## config.mk

```make
export PLATFORM = sky130hd
export DESIGN_NAME = reg_writeback
export DESIGN_NICKNAME = d
export VERILOG_FILES = /design/src/rtl/reg_writeback.sv
export SDC_FILE = /design/constraint.sdc
export NUM_CORES = 1
export LEC_CHECK = 0
export BUFFER_PORTS_ARGS = -buffer_cell sky130_fd_sc_hd__clkbuf_2
export CORE_MARGIN = 2
export CORE_UTILIZATION = 40
export CTS_CLUSTER_SIZE = 30
export DETAILED_ROUTE_END_ITERATION = 8
export PLACE_DENSITY = 0.67
export SYNTH_ARGS = -nofsm -noshare
export SYNTH_HDL_FRONTEND = slang
export SYNTH_SLANG_ARGS = --single-unit
```

## constraint.sdc

```tcl
create_clock -name clk -period 6.4 [get_ports clk]
set_clock_uncertainty 0.15 [all_clocks]
set_input_delay 0 -clock clk [delete_from_list [all_inputs] [get_ports clk]]
set_output_delay 0 -clock clk [all_outputs]
set_load 0.02 [all_outputs]
```

## src/rtl/reg_writeback.sv

```systemverilog
// ============================================================================
// Module   : reg_writeback
// Purpose  : Writeback arbiter (ALU vs. queued load returns) with per-register
//            load-pending scoreboard. Optional macro WB_BYPASS_EN adds bypass.
// Revision : 1.0  initial release
// ============================================================================
`default_nettype none

`ifndef DATA_SIZE
`define DATA_SIZE 32
`endif
`ifndef LOG_REG_NUM
`define LOG_REG_NUM 5
`endif

module reg_writeback #(
    parameter int LQ_DEPTH = 4
) (
    input  logic                    clk,
    input  logic                    rst,
    input  logic                    alu_valid,
    input  logic [`LOG_REG_NUM-1:0] alu_rd,
    input  logic [`DATA_SIZE-1:0]   alu_data,
    output logic                    alu_ready,
    input  logic                    ld_issue,
    input  logic [`LOG_REG_NUM-1:0] ld_rd,
    input  logic                    lsu_valid,
    input  logic [`LOG_REG_NUM-1:0] lsu_rd,
    input  logic [`DATA_SIZE-1:0]   lsu_data,
    output logic                    lsu_ready,
    input  logic [`LOG_REG_NUM-1:0] chk_rs1,
    input  logic [`LOG_REG_NUM-1:0] chk_rs2,
    output logic                    pend_rs1,
    output logic                    pend_rs2,
`ifdef WB_BYPASS_EN
    output logic                    byp_hit1,
    output logic                    byp_hit2,
    output logic [`DATA_SIZE-1:0]   byp_data,
`endif
    output logic                    regwrite,
    output logic [`LOG_REG_NUM-1:0] write_rd,
    output logic [`DATA_SIZE-1:0]   write_data
);

    localparam int c_aw   = $clog2(LQ_DEPTH);
    localparam int c_nreg = 1 << `LOG_REG_NUM;

    logic [c_aw:0]             r_wr_ptr;
    logic [c_aw:0]             r_rd_ptr;
    logic [`LOG_REG_NUM-1:0]   r_q_rd   [LQ_DEPTH];
    logic [`DATA_SIZE-1:0]     r_q_data [LQ_DEPTH];
    logic [c_nreg-1:0]         r_pending;
    logic [c_nreg-1:0]         w_pend_next;

    logic                      w_empty;
    logic                      w_full;
    logic                      w_alu_take;
    logic                      w_push;
    logic                      w_pop;
    logic [`LOG_REG_NUM-1:0]   w_head_rd;
    logic [`DATA_SIZE-1:0]     w_head_data;

    // Extra pointer MSB separates full (MSBs differ) from empty (all equal).
    assign w_empty = (r_wr_ptr == r_rd_ptr);
    assign w_full  = (r_wr_ptr[c_aw] != r_rd_ptr[c_aw]) &&
                     (r_wr_ptr[c_aw-1:0] == r_rd_ptr[c_aw-1:0]);

    assign alu_ready = !rst && !w_full;
    assign lsu_ready = !rst && !w_full;

    assign w_alu_take  = !rst && alu_valid && !w_full;
    assign w_push      = !rst && lsu_valid && !w_full;
    assign w_pop       = !rst && !w_alu_take && !w_empty;
    assign w_head_rd   = r_q_rd[r_rd_ptr[c_aw-1:0]];
    assign w_head_data = r_q_data[r_rd_ptr[c_aw-1:0]];

    always_ff @(posedge clk) begin
        if (w_push) begin
            r_q_rd[r_wr_ptr[c_aw-1:0]]   <= lsu_rd;
            r_q_data[r_wr_ptr[c_aw-1:0]] <= lsu_data;
        end
    end

    always_ff @(posedge clk) begin
        if (rst) begin
            r_wr_ptr <= '0;
            r_rd_ptr <= '0;
        end else begin
            if (w_push) r_wr_ptr <= r_wr_ptr + 1'b1;
            if (w_pop)  r_rd_ptr <= r_rd_ptr + 1'b1;
        end
    end

    // Clear first, then set, so a same-cycle issue to the popped register wins.
    always_comb begin
        w_pend_next = r_pending;
        if (w_pop)
            w_pend_next[w_head_rd] = 1'b0;
        if (ld_issue && (ld_rd != '0))
            w_pend_next[ld_rd] = 1'b1;
        w_pend_next[0] = 1'b0;
    end

    always_ff @(posedge clk) begin
        if (rst) r_pending <= '0;
        else     r_pending <= w_pend_next;
    end

    assign pend_rs1 = r_pending[chk_rs1];
    assign pend_rs2 = r_pending[chk_rs2];

    always_ff @(posedge clk) begin
        if (rst) begin
            regwrite   <= 1'b0;
            write_rd   <= '0;
            write_data <= '0;
        end else if (w_alu_take) begin
            regwrite   <= (alu_rd != '0);
            write_rd   <= alu_rd;
            write_data <= alu_data;
        end else if (w_pop) begin
            regwrite   <= (w_head_rd != '0);
            write_rd   <= w_head_rd;
            write_data <= w_head_data;
        end else begin
            regwrite   <= 1'b0;
        end
    end

`ifdef WB_BYPASS_EN
    assign byp_hit1 = regwrite && (chk_rs1 != '0) && (write_rd == chk_rs1);
    assign byp_hit2 = regwrite && (chk_rs2 != '0) && (write_rd == chk_rs2);
    assign byp_data = write_data;
`endif

endmodule

`default_nettype wire

```

==> results of run 1 <==
==> sequential cells by signal, summed over array words and instances, names as in the netlist, named ones only <==
name,count
r_wr_ptr,3
r_rd_ptr,3
regwrite,1
r_q_rd,20
write_data,32
write_rd,5
r_pending,31
r_q_data,128
==> per-layer routing <==
metal,GRT usage [%],part of all wire (%),vias to the layer above
li1,-,-,3177
met1,23.6,43,3285
met2,31.2,50,178
met3,3.21,5.3,26
met4,4.25,1.5,0
met5,0,0,-
==> final cells by class <==
type / count / area (um2) / share of cell area [%]
sequential: 225 / 5990 / 49.0
multi-input combinational: 433 / 3390 / 27.7
timing repair buffer: 233 / 1650 / 13.5
clock buffer: 30 / 622 / 5.09
tap: 319 / 399 / 3.26
clock inverter: 10 / 156 / 1.28
inverter: 6 / 22.5 / 0.184
antenna: 1 / 2.50 / 0.0205
==> synthesized netlist by cell type (8+ instances only) <==
cell,count,area [um2]
o21ai_0,12,60.1
mux2i_1,10,100
nor2_1,123,462
mux4_2,49,1100
dfxtp_1,77,1540
buf_2,14,70.1
a211oi_1,25,188
a311oi_1,11,96.3
and2_1,8,50.1
edfxtp_1,148,4440
nor3_1,17,85.1
a21oi_1,56,280
nor4_1,35,219
clkbuf_1,25,93.8
nand2_1,12,45.0
==> tightest hold or removal path, cell delays in order <==
cell and delay (ps):
buf_2 100, buf_4 360, nor2_1 190
==> power groups by stage <==
stage | Sequential [mW] | Clock [mW] | Combinational, mW
4_1_cts | 1.66 | 1.42 | 0.519
5_1_grt | 1.66 | 1.47 | 0.565
3_5_place_dp | 1.69 | 0 | 0.472
3_3_place_gp | 1.69 | 0 | 0.466
6_report | 1.66 | 1.39 | 0.518
2_1_floorplan | 1.70 | 0 | 0.306
==> kinds of logic after synthesis <==
| kind of cell | after synthesis | share of synthesized area, % |
|---|---|---|
| flops | 225 | 62.5 |
| buf+inv | 54 | 2.62 |
| simple gates | 235 | 12.0 |
| compound gates | 125 | 8.73 |
| fa+ha+maj | 5 | 0.653 |
| xor+xnor | 8 | 0.888 |
| mux | 60 | 12.7 |
==> final timing paths <==
kind,slack [ps],endpoint,cells after the start,from
min,80,r_wr_ptr[0]$_SDFFE_PP0N_,3,rst
max reg2reg,3270,regwrite$_SDFF_PP0_,4,flop
max,3270,regwrite$_SDFF_PP0_,4,flop
min reg2reg,340,write_data[24]$_SDFFE_PP0P_,2,write_data[24]$_SDFFE_PP0P_
==> per-stage QoR <==
stage               util [%]  area [um2]
finish                  52.1       12200
global route            52.1       12200
CTS                     52.1       12200
global placement        44.8       10500
floorplan                  -        9580
detailed placement      44.8       10500
==> cell usage in the layout, fill, tap and decap left out, types with 3 or more instances in the layout <==
cell | netlist | final
a21oi_4 | 4 | 4
a21boi_0 | 4 | 4
ha_1 | 5 | 5
nor3b_1 | 7 | 7
dlygate4sd3_1 | 0 | 94
bufinv_16 | 0 | 4
xor2_1 | 3 | 3
nand4b_1 | 3 | 3
xnor2_1 | 3 | 3
and2_1 | 8 | 4
o21ai_0 | 12 | 12
a311oi_1 | 11 | 11
clkbuf_1 | 25 | 5
nand2_1 | 12 | 12
nor4_1 | 35 | 35
nor2_1 | 123 | 123
mux2i_1 | 10 | 10
nand3_1 | 5 | 4
clkinv_2 | 0 | 3
dfxtp_1 | 77 | 75
mux4_2 | 49 | 49
edfxtp_1 | 148 | 148
a211oi_1 | 25 | 25
nand4_1 | 3 | 3
clkbuf_16 | 0 | 23
a21oi_1 | 56 | 56
clkbuf_2 | 1 | 134
nand2b_1 | 7 | 7
nor3_1 | 17 | 17
buf_4 | 2 | 4
and2_2 | 0 | 4
nand3b_1 | 3 | 3
inv_1 | 6 | 6
==> qor.yml, run 1 <==
outcome:
  status: "completed"
die:
  chipWidth_um: 159
  core_um2: 23500
  num_rows: 56
  pin_count: 136
  die_y_um: 159
  die-area_um2: 25200
  initial_core_util_pct: 40.8
synth:
  synth_edf_count: 148
  syn-num-nets: 811
  syn_area_um2: 9580
  syn_area_per_cell_um2: 13.5
  yosysWarningCount: 0
  synth.distinct_cells: 51
  ys.flop_type: "edfxtp_1"
  ys_seq_elements: 225
  synth_async_sr_flop_share_pct: 0
  synth_sequential_area_ratio_pct: 62.5
  syn_inst: 712
placed_design:
  gp_congestion: 0.804
  dp_hpwl_mm: 14.0
  dp.cells: 1122
  portBuffers: 135
  dpl_worst_slack_ps: 3670
worst_setup_path:
  cp.arrival_ps: 3370
  cp_data_required_time_ps: 6640
  critPathKind: "flop to flop"
  crit_slowest_cell: "dfxtp_2"
  cpLargestDelayFamily: "flip-flops"
  endpoint_kind: "flop"
  worstPathMaxFanout: 37
  critical_path.startpoint_type: "flop"
  crit_chain: "mux4_2 -> nor4_1 -> o32ai_1 -> dlygate4sd3_1"
  worst-path-buf-inv: 1
  critPathMaxStageDelay_ps: 1010
global_route:
  antenna_found_initial: 1
  grt_overflow: 0
  grt_pass1_wl_mm: 36.5
  grt_use_total_pct: 18.0
  grt_max_degree: 82
  grt_pass1_vias: 6726
sta:
  finalSetupViolCount: 0
  hold_viol: 0
  finalCritPeriodShare_pct: 48.9
  holdWs_ps: 76.5
  fin_tns_setup_ps: 0
  fmax_mhz: 320
  period_minus_slack_ps: 3130
  slew_violations: 0
  rsz0062_at_grt: "no"
  slew_headroom_pct: 24.5
  worst_pin_slew_ps: 1130
  fin_ws_ps: 3270
clock_tree:
  cts_setup_buffers: 0
  cts_buffers: 22
  cts.clk_slew.worst_paths_ps: 70
  root_buffer: "clkbuf_16"
  cts_hold_buf: 94
  cts.sinks: 225
  clk_latency_ps: 510
  cts_max_level: 1
  cts_buffer_depth: 3
  tritoncts: "yes"
  cts_resized: 0
power_and_ir_drop:
  peakVddDrop_uv: 198
  internal_power_mw: 2.68
  power_frac_seq_pct: 46.4
  power_frac_clock_pct: 39.0
  p_sw_mw: 0.887
  pwr-share-comb_pct: 14.5
  leakagePower_nw: 4.28
  power_mw: 3.57
  p_sw_share_pct: 24.9
  power.density_nw_per_um2: 292
worst_hold_path:
  hold_class: "input port to flop"
detailed_routing:
  drc: 0
  wl_per_cell_um: 18.3
  drtIter0Drc: 411
  firstDrtPassIters: 5
  viasPerCell: 5.30
  finalWirelength_mm: 23.0
  routed-via-count: 6666
  ant_nets: 0
layout:
  nNetsFinal: 1020
  fillCellCount: 1939
  area_delta_synth_final_pct: 27.6
  final_cell_count_no_fill: 1257
  drive_gt1_share_pct: 25.8
job:
  drv_cap: 0
(Power assumes the default switching activity.)
==> run 2, diff against run 1 <==
==> constraint.sdc (replaced) <==
create_clock -name clk -period 3.1 [get_ports clk]
set_clock_uncertainty 0.15 [all_clocks]
set_input_delay 0 -clock clk [delete_from_list [all_inputs] [get_ports clk]]
set_output_delay 0 -clock clk [all_outputs]
set_load 0.02 [all_outputs]
==> run 2 against run 1 <==
First-iteration DRC count increased by 8.0%. Non-clock buffer count grew 10. Critical path depth up 5. Worst setup slack got worse by 3200 ps. Die area unchanged. Via count increased by 2.4%. Clock power increased by 85%. Hold slack improved by 42 ps. Final area increased by 0.33%. Sequential power rose by 110%. Critical path type is now input port to flop.
==> qor.yml, run 2 (synthesized netlist as in run 1, its figures left out) <==
placed_design:
  gp_congestion: 0.816  # was 0.804
  dp_hpwl_mm: 15.1  # was 14.0 mm
  dpl_worst_slack_ps: 608  # was 3670 ps
  portBuffers: 135  # unchanged
clock_tree:
  cts.sinks: 225  # unchanged
  tritoncts: "yes"  # unchanged
  cts_setup_buffers: 0  # unchanged
  cts.clk_slew.worst_paths_ps: 60  # was 70 ps
  cts_resized: 0  # unchanged
  clk_latency_ps: 500  # was 510 ps
  root_buffer: "clkbuf_16"  # unchanged
  cts_max_level: 1  # unchanged
  cts_buffer_depth: 3  # unchanged
  cts_buffers: 23  # was 22
power_and_ir_drop:
  internal_power_mw: 5.28  # was 2.68 mW
  peakVddDrop_uv: 395  # was 198 uV
  power_frac_seq_pct: 48.1  # was 46.4%
  power_frac_clock_pct: 36.3  # was 39.0%
  p_sw_mw: 1.81  # was 0.887 mW
  pwr-share-comb_pct: 15.6  # was 14.5%
  leakagePower_nw: 4.30  # was 4.28 nW
  power.density_nw_per_um2: 578  # was 292 nW/um2
  power_mw: 7.09  # was 3.57 mW
  p_sw_share_pct: 25.5  # was 24.9%
detailed_routing:
  drc: 0  # unchanged
  firstDrtPassIters: 5  # unchanged
  viasPerCell: 5.38  # was 5.30
  finalWirelength_mm: 23.9  # was 23.0 mm
  routed-via-count: 6828  # was 6666
  wl_per_cell_um: 18.8  # was 18.3 um
  drtIter0Drc: 444  # was 411
  ant_nets: 0  # unchanged
sta:
  worst_pin_slew_ps: 907  # was 1130 ps
  rsz0062_at_grt: "yes"  # was no
  finalCritPeriodShare_pct: 97.6
  finalSetupViolCount: 0  # unchanged
  holdWs_ps: 119  # was 76.5 ps
  period_minus_slack_ps: 3030
  fin_ws_ps: 75.0  # was 3270 ps
  slew_violations: 0  # unchanged
  slew_headroom_pct: 39.5  # was 24.5%
  hold_viol: 0  # unchanged
  fin_tns_setup_ps: 0  # unchanged
  fmax_mhz: 331
worst_hold_path:
  hold_depth: 2  # was 3
  hold_class: "input port to flop"  # unchanged
worst_setup_path:
  critPathKind: "input port to flop"  # was flop to flop
  cp_data_required_time_ps: 3390  # was 6640 ps
  cp.arrival_ps: 3310  # was 3370 ps
  ff2ff_path_depth: 5  # was 4
  critical_path.startpoint_type: "input port"  # was flop
  worstPathMaxFanout: 8  # was 37
  endpoint_kind: "flop"  # unchanged
global_route:
  grt_pass1_wl_mm: 37.7  # was 36.5 mm
  antenna_found_initial: 2  # was 1
  grt_overflow: 0  # unchanged
  grt_use_total_pct: 18.7  # was 18.0%
  grt_pass1_vias: 6785  # was 6726
  grt_max_degree: 43  # was 82
job:
  drv_cap: 0  # unchanged
die:
  pin_count: 136  # unchanged
  num_rows: 56  # unchanged
  chipWidth_um: 159  # unchanged
  die_y_um: 159  # unchanged
  die-area_um2: 25200  # unchanged
  initial_core_util_pct: 40.8  # unchanged
  core_um2: 23500  # unchanged
layout:
  nNetsFinal: 1031  # was 1020
  final_common_cell: "edfxtp_1"  # unchanged
  area_delta_synth_final_pct: 28.0  # was 27.6%
  layout_common_cells: "edfxtp_1, clkbuf_2, nor2_1, dlygate4sd3_1, dfxtp_1"  # unchanged
  drive_gt1_share_pct: 26.1  # was 25.8%
  largest_reg_flops: 128  # unchanged
  utilization_pct: 52.3  # was 52.1%
outcome:
  status: "completed"  # unchanged
==> run 2: cell types whose count changed in the layout (fill, tap and decap cells not counted), sizes merged <==
cell / before / now
buf: 5 / 14
bufinv: 4 / 1
clkbuf: 164 / 167
clkinvlp: 0 / 2
inv: 8 / 6
clkinv: 4 / 5
dlygate4sd3: 94 / 95
==> run 2: through the flow <==
step / instances / cell area [um2]
after floorplan: 712 / 9580
after global placement: 1131 / 10600
after detailed placement: 1131 / 10600
after CTS: 1267 / 12300
after global routing: 1267 / 12300
final: 1268 / 12300
==> run 2: worst max-delay path: stages <==
cell,delay (ps)
dlygate4sd3_1,530
clkbuf_2,220
nand2_1,90
dlygate4sd3_1,590
nor3b_1,320
dlygate4sd3_1,650
a21oi_1,80
a211oi_1,250
dlygate4sd3_1,590
==> run 2: timing repair <==
action,in CTS,in global routing
endpoints found under the setup margin,0,1
hold buffers,95,0
endpoints found under the hold margin,223,0
==> run 2: power groups by stage <==
| stage | registers, mW | logic [mW] | clock network, mW |
|---|---|---|---|
| global route | 3.43 | 1.20 | 2.75 |
| finish | 3.41 | 1.10 | 2.57 |
| CTS | 3.41 | 1.11 | 2.63 |
| floorplan | 3.51 | 0.631 | 0 |
| detailed placement | 3.48 | 1.01 | 0 |
| global placement | 3.47 | 0.998 | 0 |
==> run 2: path summary, 6_finish.rpt <==
| check | from | endpoint | slack (ps) |
|---|---|---|---|
| max | ld_rd[4] | r_pending[26]$_SDFF_PP0_ | 70 |
| min | lsu_data[22] | r_q_data[2][22]$_DFFE_PP_ | 120 |
| max reg2reg | flop | r_pending[24]$_SDFF_PP0_ | 230 |
| min reg2reg | write_data[20]$_SDFFE_PP0P_ | write_data[20]$_SDFFE_PP0P_ | 340 |
==> run 2: cell type report <==
| class | instances | area, um2 |
|---|---|---|
| Fill cell | 1985 | 11200 |
| Tap cell | 319 | 399 |
| Inverter | 6 | 22.5 |
| Sequential cell | 225 | 5990 |
| Antenna cell | 1 | 2.50 |
| Multi-Input combinational cell | 433 | 3390 |
| Clock buffer | 33 | 623 |
| Clock inverter | 8 | 67.6 |
| Timing Repair Buffer | 243 | 1770 |
==> run 2: routing by layer <==
metal,up-vias,GRT usage (%),wire length (um)
met4,2,4.50,431
met1,3362,24.5,9760
met3,30,2.72,1440
met2,240,32.9,12200
li1,3194,-,-
met5,-,0,15
